$ cat config.mk
export PLATFORM = sky130hd
export DESIGN_NAME = seq_num_gen_l4
export DESIGN_NICKNAME = d
export VERILOG_FILES = /design/src/rtl/seq_num_pkg.sv /design/src/rtl/seq_num_reclaim.sv /design/src/rtl/seq_num_gen_l4.sv
export SDC_FILE = /design/constraint.sdc
export NUM_CORES = 1
export LEC_CHECK = 0
export BUFFER_PORTS_ARGS = -buffer_cell sky130_fd_sc_hd__clkbuf_2
export CAP_MARGIN = 20
export CORE_ASPECT_RATIO = 0.6
export CORE_MARGIN = 5
export CORE_UTILIZATION = 47
export CTS_CLUSTER_DIAMETER = 30
export DETAILED_ROUTE_END_ITERATION = 10
export PLACE_DENSITY = 0.72
export RECOVER_POWER = 50
export SLEW_MARGIN = 15
export SYNTH_ARGS = -nofsm -noshare
export SYNTH_HDL_FRONTEND = slang
export SYNTH_SLANG_ARGS = --single-unit
$ cat constraint.sdc
create_clock -name clk -period 5.1 [get_ports clk]
set_input_delay 0.51 -clock clk [delete_from_list [all_inputs] [get_ports clk]]
set_output_delay 0.51 -clock clk [all_outputs]
set_load 0.02 [all_outputs]
$ cat src/rtl/seq_num_pkg.sv
// Shared types, status encoding and ring-age helper for the sequence-number allocator.
package seq_num_pkg;

  localparam int unsigned SEQ_NUM_W_MAX = 16;

  typedef logic [SEQ_NUM_W_MAX-1:0] seq_num_t;

  localparam logic ALLOC = 1'b1;
  localparam logic FREE  = 1'b0;

  // Ages are distances from tail, taken modulo 2^bits so one helper serves any ring size.
  function automatic logic seq_is_older(input seq_num_t a, input seq_num_t b,
                                        input seq_num_t tail, input int unsigned bits);
    seq_num_t mask;
    mask = seq_num_t'((32'd1 << bits) - 32'd1);
    return ((a - tail) & mask) < ((b - tail) & mask);
  endfunction

endpackage

$ cat src/rtl/seq_num_reclaim.sv
// Tail reclaim scan: counts the leading run of FREE entries at the tail, bounded by the
// number of entries in flight.
module seq_num_reclaim
  import seq_num_pkg::*;
#(
  parameter int unsigned p_seq_num_bits  = 5,
  parameter int unsigned p_reclaim_width = 2
) (
  input  logic [p_reclaim_width-1:0] win_status,
  input  logic [p_seq_num_bits-1:0]  num_in_flight,
  output logic [p_seq_num_bits-1:0]  tail_inc
);

  typedef logic [p_seq_num_bits-1:0] seq_t;

  logic [p_reclaim_width-1:0] in_window;

  genvar gi;
  generate
    for (gi = 0; gi < p_reclaim_width; gi++) begin : g_window
      assign in_window[gi] = (seq_t'(gi) < num_in_flight);
    end
  endgenerate

  always_comb begin
    logic run;
    run      = 1'b1;
    tail_inc = '0;
    for (int j = 0; j < p_reclaim_width; j++) begin
      run      = run && (win_status[j] == FREE) && in_window[j];
      tail_inc = tail_inc + seq_t'(run);
    end
  end

endmodule

$ cat src/rtl/seq_num_gen_l4.sv
// Superscalar sequence-number allocator: multi-slot allocate, multi-port commit, squash
// rewind with same-cycle bypass, and in-order tail reclaim.
module seq_num_gen_l4
  import seq_num_pkg::*;
#(
  parameter int unsigned p_seq_num_bits  = 5,
  parameter int unsigned p_alloc_width   = 2,
  parameter int unsigned p_commit_width  = 2,
  parameter int unsigned p_reclaim_width = 2
) (
  input  logic                      clk,
  input  logic                      rst,
  output logic [p_seq_num_bits-1:0] alloc_seq_num [p_alloc_width],
  output logic [p_alloc_width-1:0]  alloc_val,
  input  logic [p_alloc_width-1:0]  alloc_rdy,
  input  logic [p_commit_width-1:0] commit_val,
  input  logic [p_seq_num_bits-1:0] commit_seq_num [p_commit_width],
  input  logic                      squash_val,
  input  logic [p_seq_num_bits-1:0] squash_seq_num,
  output logic [p_seq_num_bits-1:0] num_in_flight,
  output logic                      empty
);

  localparam int unsigned NUM_ENTRIES = 1 << p_seq_num_bits;

  typedef logic [p_seq_num_bits-1:0] seq_t;

  seq_t                       head_q, head_d;
  seq_t                       tail_q, tail_d;
  logic [NUM_ENTRIES-1:0]     status_q, status_d;
  seq_t                       base;
  seq_t                       avail;
  seq_t                       fire_cnt;
  seq_t                       tail_inc;
  logic                       squash_all;
  logic [p_alloc_width-1:0]   fire;
  logic [p_reclaim_width-1:0] win_status;

  // A squash rewinds the allocation point in the same cycle it is presented.
  assign base       = squash_val ? squash_seq_num + seq_t'(1) : head_q;
  assign avail      = seq_t'(NUM_ENTRIES - 1) - (base - tail_q);
  assign squash_all = (squash_seq_num == tail_q - seq_t'(1));

  genvar gi;
  generate
    for (gi = 0; gi < p_alloc_width; gi++) begin : g_slot
      assign alloc_seq_num[gi] = base + seq_t'(gi);
      assign alloc_val[gi]     = (seq_t'(gi) < avail);
    end
    for (gi = 0; gi < p_reclaim_width; gi++) begin : g_win
      assign win_status[gi] = status_q[tail_q + seq_t'(gi)];
    end
  endgenerate

  // Only a contiguous prefix of ready slots fires.
  always_comb begin
    logic run;
    run      = 1'b1;
    fire     = '0;
    fire_cnt = '0;
    for (int k = 0; k < p_alloc_width; k++) begin
      run      = run && alloc_val[k] && alloc_rdy[k];
      fire[k]  = run;
      fire_cnt = fire_cnt + seq_t'(run);
    end
  end

  seq_num_reclaim #(
    .p_seq_num_bits  (p_seq_num_bits),
    .p_reclaim_width (p_reclaim_width)
  ) u_reclaim (
    .win_status    (win_status),
    .num_in_flight (num_in_flight),
    .tail_inc      (tail_inc)
  );

  // Later writes take priority: squash clear, then commit clear, then allocation set.
  always_comb begin
    status_d = status_q;
    if (squash_val) begin
      for (int i = 0; i < NUM_ENTRIES; i++) begin
        if (squash_all || seq_is_older(seq_num_t'(squash_seq_num), seq_num_t'(i),
                                       seq_num_t'(tail_q), p_seq_num_bits)) begin
          status_d[i] = FREE;
        end
      end
    end
    for (int p = 0; p < p_commit_width; p++) begin
      if (commit_val[p]) status_d[commit_seq_num[p]] = FREE;
    end
    for (int k = 0; k < p_alloc_width; k++) begin
      if (fire[k]) status_d[alloc_seq_num[k]] = ALLOC;
    end
  end

  always_comb begin
    head_d = base + fire_cnt;
    tail_d = tail_q + tail_inc;
  end

  always_ff @(posedge clk) begin
    if (rst) begin
      head_q   <= '0;
      tail_q   <= '0;
      status_q <= {NUM_ENTRIES{FREE}};
    end else begin
      head_q   <= head_d;
      tail_q   <= tail_d;
      status_q <= status_d;
    end
  end

  assign num_in_flight = head_q - tail_q;
  assign empty         = (num_in_flight == '0);

`ifndef SYNTHESIS
  function automatic string trace();
    return $sformatf("head=%0d tail=%0d in_flight=%0d status=%b",
                     head_q, tail_q, num_in_flight, status_q);
  endfunction
`endif

endmodule

==> run metrics <==
status completed; ys async rst share 0; routability congestion estimate 1.09; vias 5,939; clock period minus worst slack 4370 ps; total CTS buffers 5; Area contributors post-synth ha_1 16%, dfxtp_1 14%, mux4_2 7.8%; Die ar. 14,700 um2; CTS H-tree lvls 2; Initial DRC Count 764; post-route clock period utilization 0.856; average size of a mapped cell 8.23 um2; most frequent CP cell clkbuf_1; dpl ws 890 ps; top-count cell post-synth ha_1; hold buffer count at CTS 0; remaining global-route overflow 0; initial antenna violation count 0; CP Launch Type input port; leakage 2.57 nW; Cell Pwr Density 513 nW/um2; CTS resizes 0; Mapped Area 5800 um2; Reg2Reg Launch Point tail_q[0]$_SDFF_PP0_; EDFF count, synth 0; first-pass GRT wire length 31,900 um; Hold Vio Cnt, Final 0; design area 6250 um2; DRC 0; FMAX 229 MHz; Setup CP Type in -> reg; worst-path cell chain clkbuf_1 > buf_4 > mux2_1 > inv_1 > ha_1 > nand3_1 > a21oi_1 > a211o_1 > a211oi_1 > nor2_2 > clkbuf_1 > and2_4 > a221o_1; wire length per cell 23.2 um; Synth Register Bits 42; initial core utilization 0.481; TritonCTS clock tree done; DRT Wirelength 20,900 um; CTS Sinks 42; most used flip-flop cell after synthesis dfxtp_1; Filler cells 1,161; Post-CTS Setup Repair Bufs 0; Post-Synthesis Net Count 805; VDD IR max 0.264 mV; post-synthesis cell count 705; final count of pins violating max slew 0; gr usage total 0.281; Layout Area Growth over Synthesis 7.74%; core footprint 12,100 um2; Rel. slew slack 0.230; hpwl dp 16,800 um; TritonRoute pass-1 iters 7; Overall Power 3.21 mW; Crit path largest cell delay 610 ps; largest net degree at the start of global routing 30; number of buffers added on ports 39; yosys warns 0; Vias/cell 6.58; Cells after DPL 895; number of global-route vias before repair 5,479; Final ANT Viol Nets 0; Die Span Y 96.1 um; final cell count without fillers 902; actual slew at the worst max-slew pin 1150 ps; Clock Pin Slew Worst Setup and Hold Paths 60 ps; Worst Path Required 5270 ps; final setup margin 733 ps; top-level port count 40; Commonest cells post-synth 73 x ha_1, 52 x a21oi_1, 47 x inv_1, 47 x nand2_1; Fin Setup TNS 0 ps; post-synth top area cell ha_1; WP data arrival 4540 ps; Worst Setup SP squash_val; Layout Skew 6.30 ps; Worst setup EP type flop; Ant. Diodes 0; Die X 153 um; RSZ-0062 raised after global routing no; clk_lat worst skew 290 ps; deepest clock path buffer count 2; final setup violation count 0; root buffer cell clkbuf_16; HP Class reg -> reg; FP Rows 31; Post-DP Area 6160 um2; share of the synthesized area in the top cell type 0.157; max-cap violations 0; ratio of cells with drive above 1 in the final layout 0.113; Worst Hold Launch status_q[12]$_SDFF_PP0_; unique cell type count in the Yosys netlist 73; post-synthesis sequential area ratio 0.145; final net count 837; area of the multi-input gates 4580 um2; worst-path maximum fanout 29; CP max stage cell a211oi_1; Seq. cell area 841 um2
[per-stage QoR]
stage / utilization / hold slack [ps]
floorplan: - / 465
global placement: 0.511 / 500
finish: 0.518 / 525
CTS: 0.522 / 513
detailed placement: 0.511 / 504
global route: 0.518 / 533
[flip-flops by register name, summed over array words and instances, names as in the netlist]
signal / count
head_q: 5
tail_q: 5
status_q: 32
[kinds of logic (layout without fill, tap and decap cells)]
family                     count (synthesis)  in the layout  synth area share
AOI/OAI and AO/OA                        195            195             0.236
xor gates and xnor gates                  49             49            0.0800
adders and majority gates                 88             88             0.192
buffers and inverters                     83            115            0.0626
DFF                                       42             42             0.145
muxes                                     25             25            0.0867
and+or+nand+nor                          223            223             0.198
[report_power, final]
group / total (mW) / internal [mW] / switching, mW
Clock: 0.313 / 0.180 / 0.133
Combinational: 2.51 / 0.953 / 1.56
Sequential: 0.385 / 0.358 / 0.0268
Total: 3.21 / 1.49 / 1.72
[path summary, 6_finish.rpt]
kind                                   to  slack (ps)  cells past startpoint
hold reg to reg   status_q[12]$_SDFF_PP0_         530                      2
setup / recovery   status_q[1]$_SDFF_PP0_         730                     13
setup reg to reg     tail_q[4]$_SDFF_PP0_        1000                     13
hold / removal    status_q[12]$_SDFF_PP0_         530                      2
[worst max-delay path: cells and delay by family]
family / cells / cell delay (ps)
buffers and inverters: 4 / 1320
muxes: 1 / 540
adders and majority gates: 1 / 340
AOI/OAI and AO/OA: 4 / 1350
and+or+nand+nor: 3 / 470
[metal layers]
metal | vias to the layer above | track usage | share of wire
li1 | 2682 | - | -
met1 | 2897 | 0.410 | 0.45
met2 | 338 | 0.402 | 0.40
met3 | 22 | 0.106 | 0.14
met4 | 0 | 0.0382 | 0.010
met5 | - | 0 | 0
[layout by cell type (no fill, tap or decap), types with 23 or more instances in the layout]
master and count:
nand2_1 47, nand3_1 42, a22oi_1 33, nor2_1 42
xnor2_1 37, ha_1 73, dfxtp_1 42, clkbuf_2 29
inv_1 47, o21ai_0 23, a21oi_1 52
[layout make-up]
class                   instances  share of cell area
multi-input cells             580               0.733
flip-flops and latches         42               0.135
repair buffers                 56              0.0472
well taps                     165              0.0330
inverters                      52              0.0312
clock buffers                   7              0.0212
Note: power is estimated with default switching activity, not from simulation.
